`config.mk`:
```
export PLATFORM = sky130hd
export DESIGN_NAME = ibex_rf_wipe_ctrl
export DESIGN_NICKNAME = d
export VERILOG_FILES = /design/src/rtl/ibex_rf_wipe_pkg.sv /design/src/rtl/ibex_rf_wipe_ctrl.sv
export SDC_FILE = /design/constraint.sdc
export NUM_CORES = 1
export LEC_CHECK = 0
export CAP_MARGIN = 20
export CORE_MARGIN = 2
export CORE_UTILIZATION = 32
export CTS_BUF_LIST = sky130_fd_sc_hd__clkbuf_2 sky130_fd_sc_hd__clkbuf_4 sky130_fd_sc_hd__clkbuf_8
export CTS_CLUSTER_DIAMETER = 60
export DETAILED_ROUTE_END_ITERATION = 10
export PLACE_DENSITY = 0.87
export SKIP_LAST_GASP = 1
export SYNTH_ARGS = -nofsm -noshare
export SYNTH_HDL_FRONTEND = slang
export SYNTH_SLANG_ARGS = --single-unit
```
`constraint.sdc`:
```
create_clock -name clk_i -period 9 [get_ports clk_i]
set_input_delay 2.7 -clock clk_i [delete_from_list [all_inputs] [get_ports clk_i]]
set_output_delay 2.7 -clock clk_i [all_outputs]
set_load 0.01 [all_outputs]
```
`src/rtl/ibex_rf_wipe_pkg.sv`:
```
// Shared types and helpers for the register-file wipe controller.
package ibex_rf_wipe_pkg;

   typedef enum logic [1:0] {
      IDLE = 2'd0,
      WIPE = 2'd1,
      DONE = 2'd2
   } rf_wipe_state_e;

   function automatic int unsigned rf_addr_width(input bit rv32e);
      return rv32e ? 32'd4 : 32'd5;
   endfunction

endpackage

```
`src/rtl/ibex_rf_wipe_ctrl.sv`:
```
// Register-file wipe sequencer: zeroes x1..xN-1 and muxes the RF write
// port between the core writeback and the wipe counter.
module ibex_rf_wipe_ctrl
   import ibex_rf_wipe_pkg::*;
#(
   parameter bit                   RV32E       = 1'b0,
   parameter int unsigned          DataWidth   = 32,
   parameter logic [DataWidth-1:0] WordZeroVal = '0
) (
   input  logic                 clk_i,
   input  logic                 rst_i,
   input  logic                 wipe_req_i,
   output logic                 busy_o,
   output logic                 done_o,
   output logic                 err_o,
   input  logic [4:0]           core_waddr_i,
   input  logic [DataWidth-1:0] core_wdata_i,
   input  logic                 core_we_i,
   output logic                 core_stall_o,
   output logic [4:0]           rf_waddr_o,
   output logic [DataWidth-1:0] rf_wdata_o,
   output logic                 rf_we_o
);

   localparam int unsigned   ADDR_WIDTH = rf_addr_width(RV32E);
   localparam int unsigned   NUM_WORDS  = 32'd1 << ADDR_WIDTH;
   localparam logic [ADDR_WIDTH-1:0] LAST_ADDR = ADDR_WIDTH'(NUM_WORDS - 1);

   rf_wipe_state_e          r_state;
   rf_wipe_state_e          w_state;
   rf_wipe_state_e          w_state_nxt;
   logic [ADDR_WIDTH-1:0]   r_cnt;
   logic [ADDR_WIDTH-1:0]   w_cnt_nxt;
   logic                    r_err;
   logic                    r_req_q;
   logic                    w_req_edge;
   logic [4:0]              w_waddr;

   // A reset cycle already behaves as IDLE so no wipe write slips out.
   assign w_state    = rst_i ? IDLE : r_state;
   // The held level that launched a wipe is not an overlapping request.
   assign w_req_edge = wipe_req_i & ~r_req_q;
   assign err_o      = r_err;
   assign rf_waddr_o = RV32E ? {1'b0, w_waddr[3:0]} : w_waddr;

   always_ff @(posedge clk_i) begin
      if (rst_i) begin
         r_state <= IDLE;
         r_cnt   <= '0;
         r_err   <= 1'b0;
         r_req_q <= 1'b0;
      end else begin
         r_state <= w_state_nxt;
         r_cnt   <= w_cnt_nxt;
         r_req_q <= wipe_req_i;
         if (busy_o && w_req_edge) begin
            r_err <= 1'b1;
         end
      end
   end

   always_comb begin
      w_state_nxt  = r_state;
      w_cnt_nxt    = r_cnt;
      busy_o       = 1'b0;
      done_o       = 1'b0;
      core_stall_o = 1'b0;
      rf_we_o      = core_we_i;
      w_waddr      = core_waddr_i;
      rf_wdata_o   = core_wdata_i;
      unique case (w_state)
         IDLE: begin
            if (wipe_req_i) begin
               w_state_nxt = WIPE;
               w_cnt_nxt   = ADDR_WIDTH'(1);
            end
         end
         WIPE: begin
            busy_o       = 1'b1;
            core_stall_o = 1'b1;
            rf_we_o      = 1'b1;
            w_waddr      = 5'(r_cnt);
            rf_wdata_o   = WordZeroVal;
            if (r_cnt == LAST_ADDR) begin
               w_state_nxt = DONE;
            end else begin
               w_cnt_nxt = r_cnt + 1'b1;
            end
         end
         DONE: begin
            busy_o       = 1'b1;
            done_o       = 1'b1;
            core_stall_o = 1'b1;
            rf_we_o      = 1'b0;
            w_state_nxt  = IDLE;
         end
         default: begin
            w_state_nxt = IDLE;
         end
      endcase
   end

endmodule

```
==> impl_results.md <==
* FF+latch count, synth at 9
* WHS Path Cells at 2
* Max IR drop VDD at 0.07404 mV
* Yosys warning count at 0
* Final min period at 8.028 ns
* RR Endpoint: r_cnt[2]
* Initial antenna violation count at 0
* Remaining global-route overflow at 0
* Crit path launch type: input pin
* Drt pass-1 iters at 4
* CP most frequent cell: clkdlybuf4s50_1
* Crit path cell chain: clkdlybuf4s50_1 > nand2b_1 > inv_1 > ha_1 > buf_4 > mux2_2 > clkdlybuf4s50_1
* Final TNS setup at 0 ns
* Longest Clk Path Bufs at 2
* Final core utilization at 68.08%
* Status: completed
* Multi-input logic area at 588.1 sq um
* Placed instance count at 208
* Share of layout cells above drive strength 1 at 8.242%
* Residual DRC at 0
* Final instance area at 1687 sq um
* GR Layer Usage met1 at 16.72%
* Die height at 54.92 um
* Final GP Congestion at 0.8199
* Die W at 54.92 um
* Post CTS Setup Buffer Count at 0
* First-pass GRT wire length at 3.553 mm
* Crit path arrival time at 5.33 ns
* Cell accounting for the most synthesized area: nor2b_1
* Syn Std Cell Area at 829.5 sq um
* Drt total wl at 2.656 mm
* Clock slew at reported path FFs at 0.06 ns
* Place WS at 0.9746 ns
* Reg2reg path depth at 7
* Largest net degree at the start of global routing at 37
* GRT busiest layer: met2
* Final net count at 230
* Hold EP: err_o
* Critical hold path startpoint: err_o
* Initial Util at 33.48%
* Hold_buf cts at 0
* Top post-synthesis cells by area: nor2b_1 25%, dfxtp_1 22%, ha_1 9.0%
* GR Util All Layers at 16.35%
* Post-Syn Area per Cell at 8.133 sq um
* CP delay by family, top: buffers and inverters
* CORE AREA at 2477 sq um
* Met3 usage at 7.258%
* Vias per inst at 4.741
* CP peak stage delay at 0.60 ns
* Dominant synthesized flop cell: dfxtp_1
* Storage cell area at 180.2 sq um
* Slew HR at 73.90%
* Slowest CP cell: clkdlybuf4s50_1
* I/O Pins at 83
* Die area at 3016 sq um
* Yosys cell types at 31
* Dpl cell area at 1657 sq um
* CTS buffer count at 3
* Worst setup margin at 0.9725 ns
* Detailed Route Iter0 Violations at 7
* Max Cap Viol at 0
* CTS resizes at 0
* Leak pwr at 0.6780 nW
* CP bufs+invs at 4
* Layout fillers at 211
* Total power at 152.7 uW
* Register area share after synthesis at 21.72%
* Worst R2R Start: r_state[0]
* Fmax at 0.1246 GHz
* Setup slack, reg-to-reg at 6.98 ns
* CP Capture Type: output pin
* Antenna Violating Nets Remaining at 0
* Share of the synthesized area in the top cell type at 24.89%
* Top-count cell post-synth: nor2b_1
* Per-cell routed wire length at 12.53 um
* Post-synth EDFFs at 0
* Measured slew at the worst slew-check pin at 0.3903 ns
* TritonCTS clock tree: built
* Clock latency on the worst-skew pair at 0.27 ns
* PwrDens at 90.51 nW/um^2
* CTS Root Cell: clkbuf_4
* Ys async rst share at 0%
* CP max FO at 36
* ANT cells at 0
* Port bufs at 82
* Min-delay worst type: reg -> reg
* Number of global-route vias before repair at 876
* Final setup fails at 0
* RSZ-0062 raised after global routing: false
* Post-Layout Cell Count at 212
* Pins over their slew limit at 0
* Clock sinks at 9
* Clock skew at 0.004688 ns
* Setup CP Type: in -> out
* Worst hold slack at 0.4853 ns
* Final Hold Viols at 0
* Synthesized Nets at 149
* H-tree depth at 1
* Area grow syn2layout at 103.3%
* Post-DP HPWL at 2.167 mm
* Synth cell count leaders: 33 x nor2b_1, 9 x dfxtp_1, 6 x ha_1, 6 x inv_1, 6 x mux2_2
* DR vias at 1005
* Crit path required time at 6.30 ns
* Period utilization at 89.19%
* Met2 Resource Use GR at 29.76%
* Row count at 18
* Cells after Synth at 102
==> area by class of cell <==
class	instances	share of cell area [%]
multi-input cells	80	34.87
flip-flops and latches	9	10.68
well taps	30	2.226
repair buffers	83	49.11
clock buffers	4	1.780
inverters	6	1.335
==> placed cells by master (no fill, tap or decap), types with 2 or more instances in the layout <==
cell / synthesis / layout
clkdlybuf4s50_1: 0 / 82
nor2b_1: 33 / 33
dfxtp_1: 9 / 9
inv_1: 6 / 6
mux2_2: 6 / 6
ha_1: 6 / 6
a21oi_1: 4 / 4
clkbuf_4: 0 / 4
nor2_1: 3 / 3
nand3b_1: 3 / 3
nand2b_1: 2 / 2
and3_1: 2 / 2
nor2b_2: 2 / 2
o31ai_1: 2 / 2
nand4_1: 2 / 2
o21ai_0: 2 / 2
==> logic make-up (layout without fill, tap and decap cells) <==
family,Yosys count,count (layout),share of synthesized area [%]
simple gates,53,53,41.33
compound gates,14,14,11.16
buf+inv,13,93,7.390
flops,9,9,21.72
mux,7,7,9.351
fa+ha+maj,6,6,9.050
==> worst min-delay path, stage by stage, from the launching register on <==
cell and delay, ns:
dfxtp_1 0.33, a31oi_1 0.04, nor2_1 0.08
==> sequential cells by signal, summed over array words and instances, names as in the netlist <==
signal,flops
r_cnt,5
r_state,2
err_o,1
r_req_q,1
==> worst max-delay path by stage <==
| stage | from | depth (start not counted) | end | slack (ns) |
|---|---|---|---|---|
| 3_3_place_gp | rst_i | 7 | rf_waddr_o[4] | 1.07 |
| 4_1_cts | rst_i | 7 | rf_waddr_o[0] | 0.97 |
| 5_1_grt | rst_i | 7 | rf_waddr_o[0] | 0.83 |
| 2_1_floorplan | rst_i | 6 | rf_waddr_o[0] | 2.30 |
| 6_report | rst_i | 7 | rf_waddr_o[2] | 0.97 |
| 3_5_place_dp | rst_i | 7 | rf_waddr_o[2] | 0.97 |
==> report_power, final <==
| part | switching (mW) | leakage, nW | internal, mW |
|---|---|---|---|
| clock | 0.0154 | 0.0184 | 0.0202 |
| sequential | 0.000807 | 0.0734 | 0.0412 |
| combinational | 0.0272 | 0.586 | 0.0479 |
==> layer usage <==
layer  up-vias  share of wire [%]
li1        507                  -
met1       439                 36
met2        57                 53
met3         2                 11
met4         0               0.53
met5         -                  0
(Power assumes the default switching activity.)
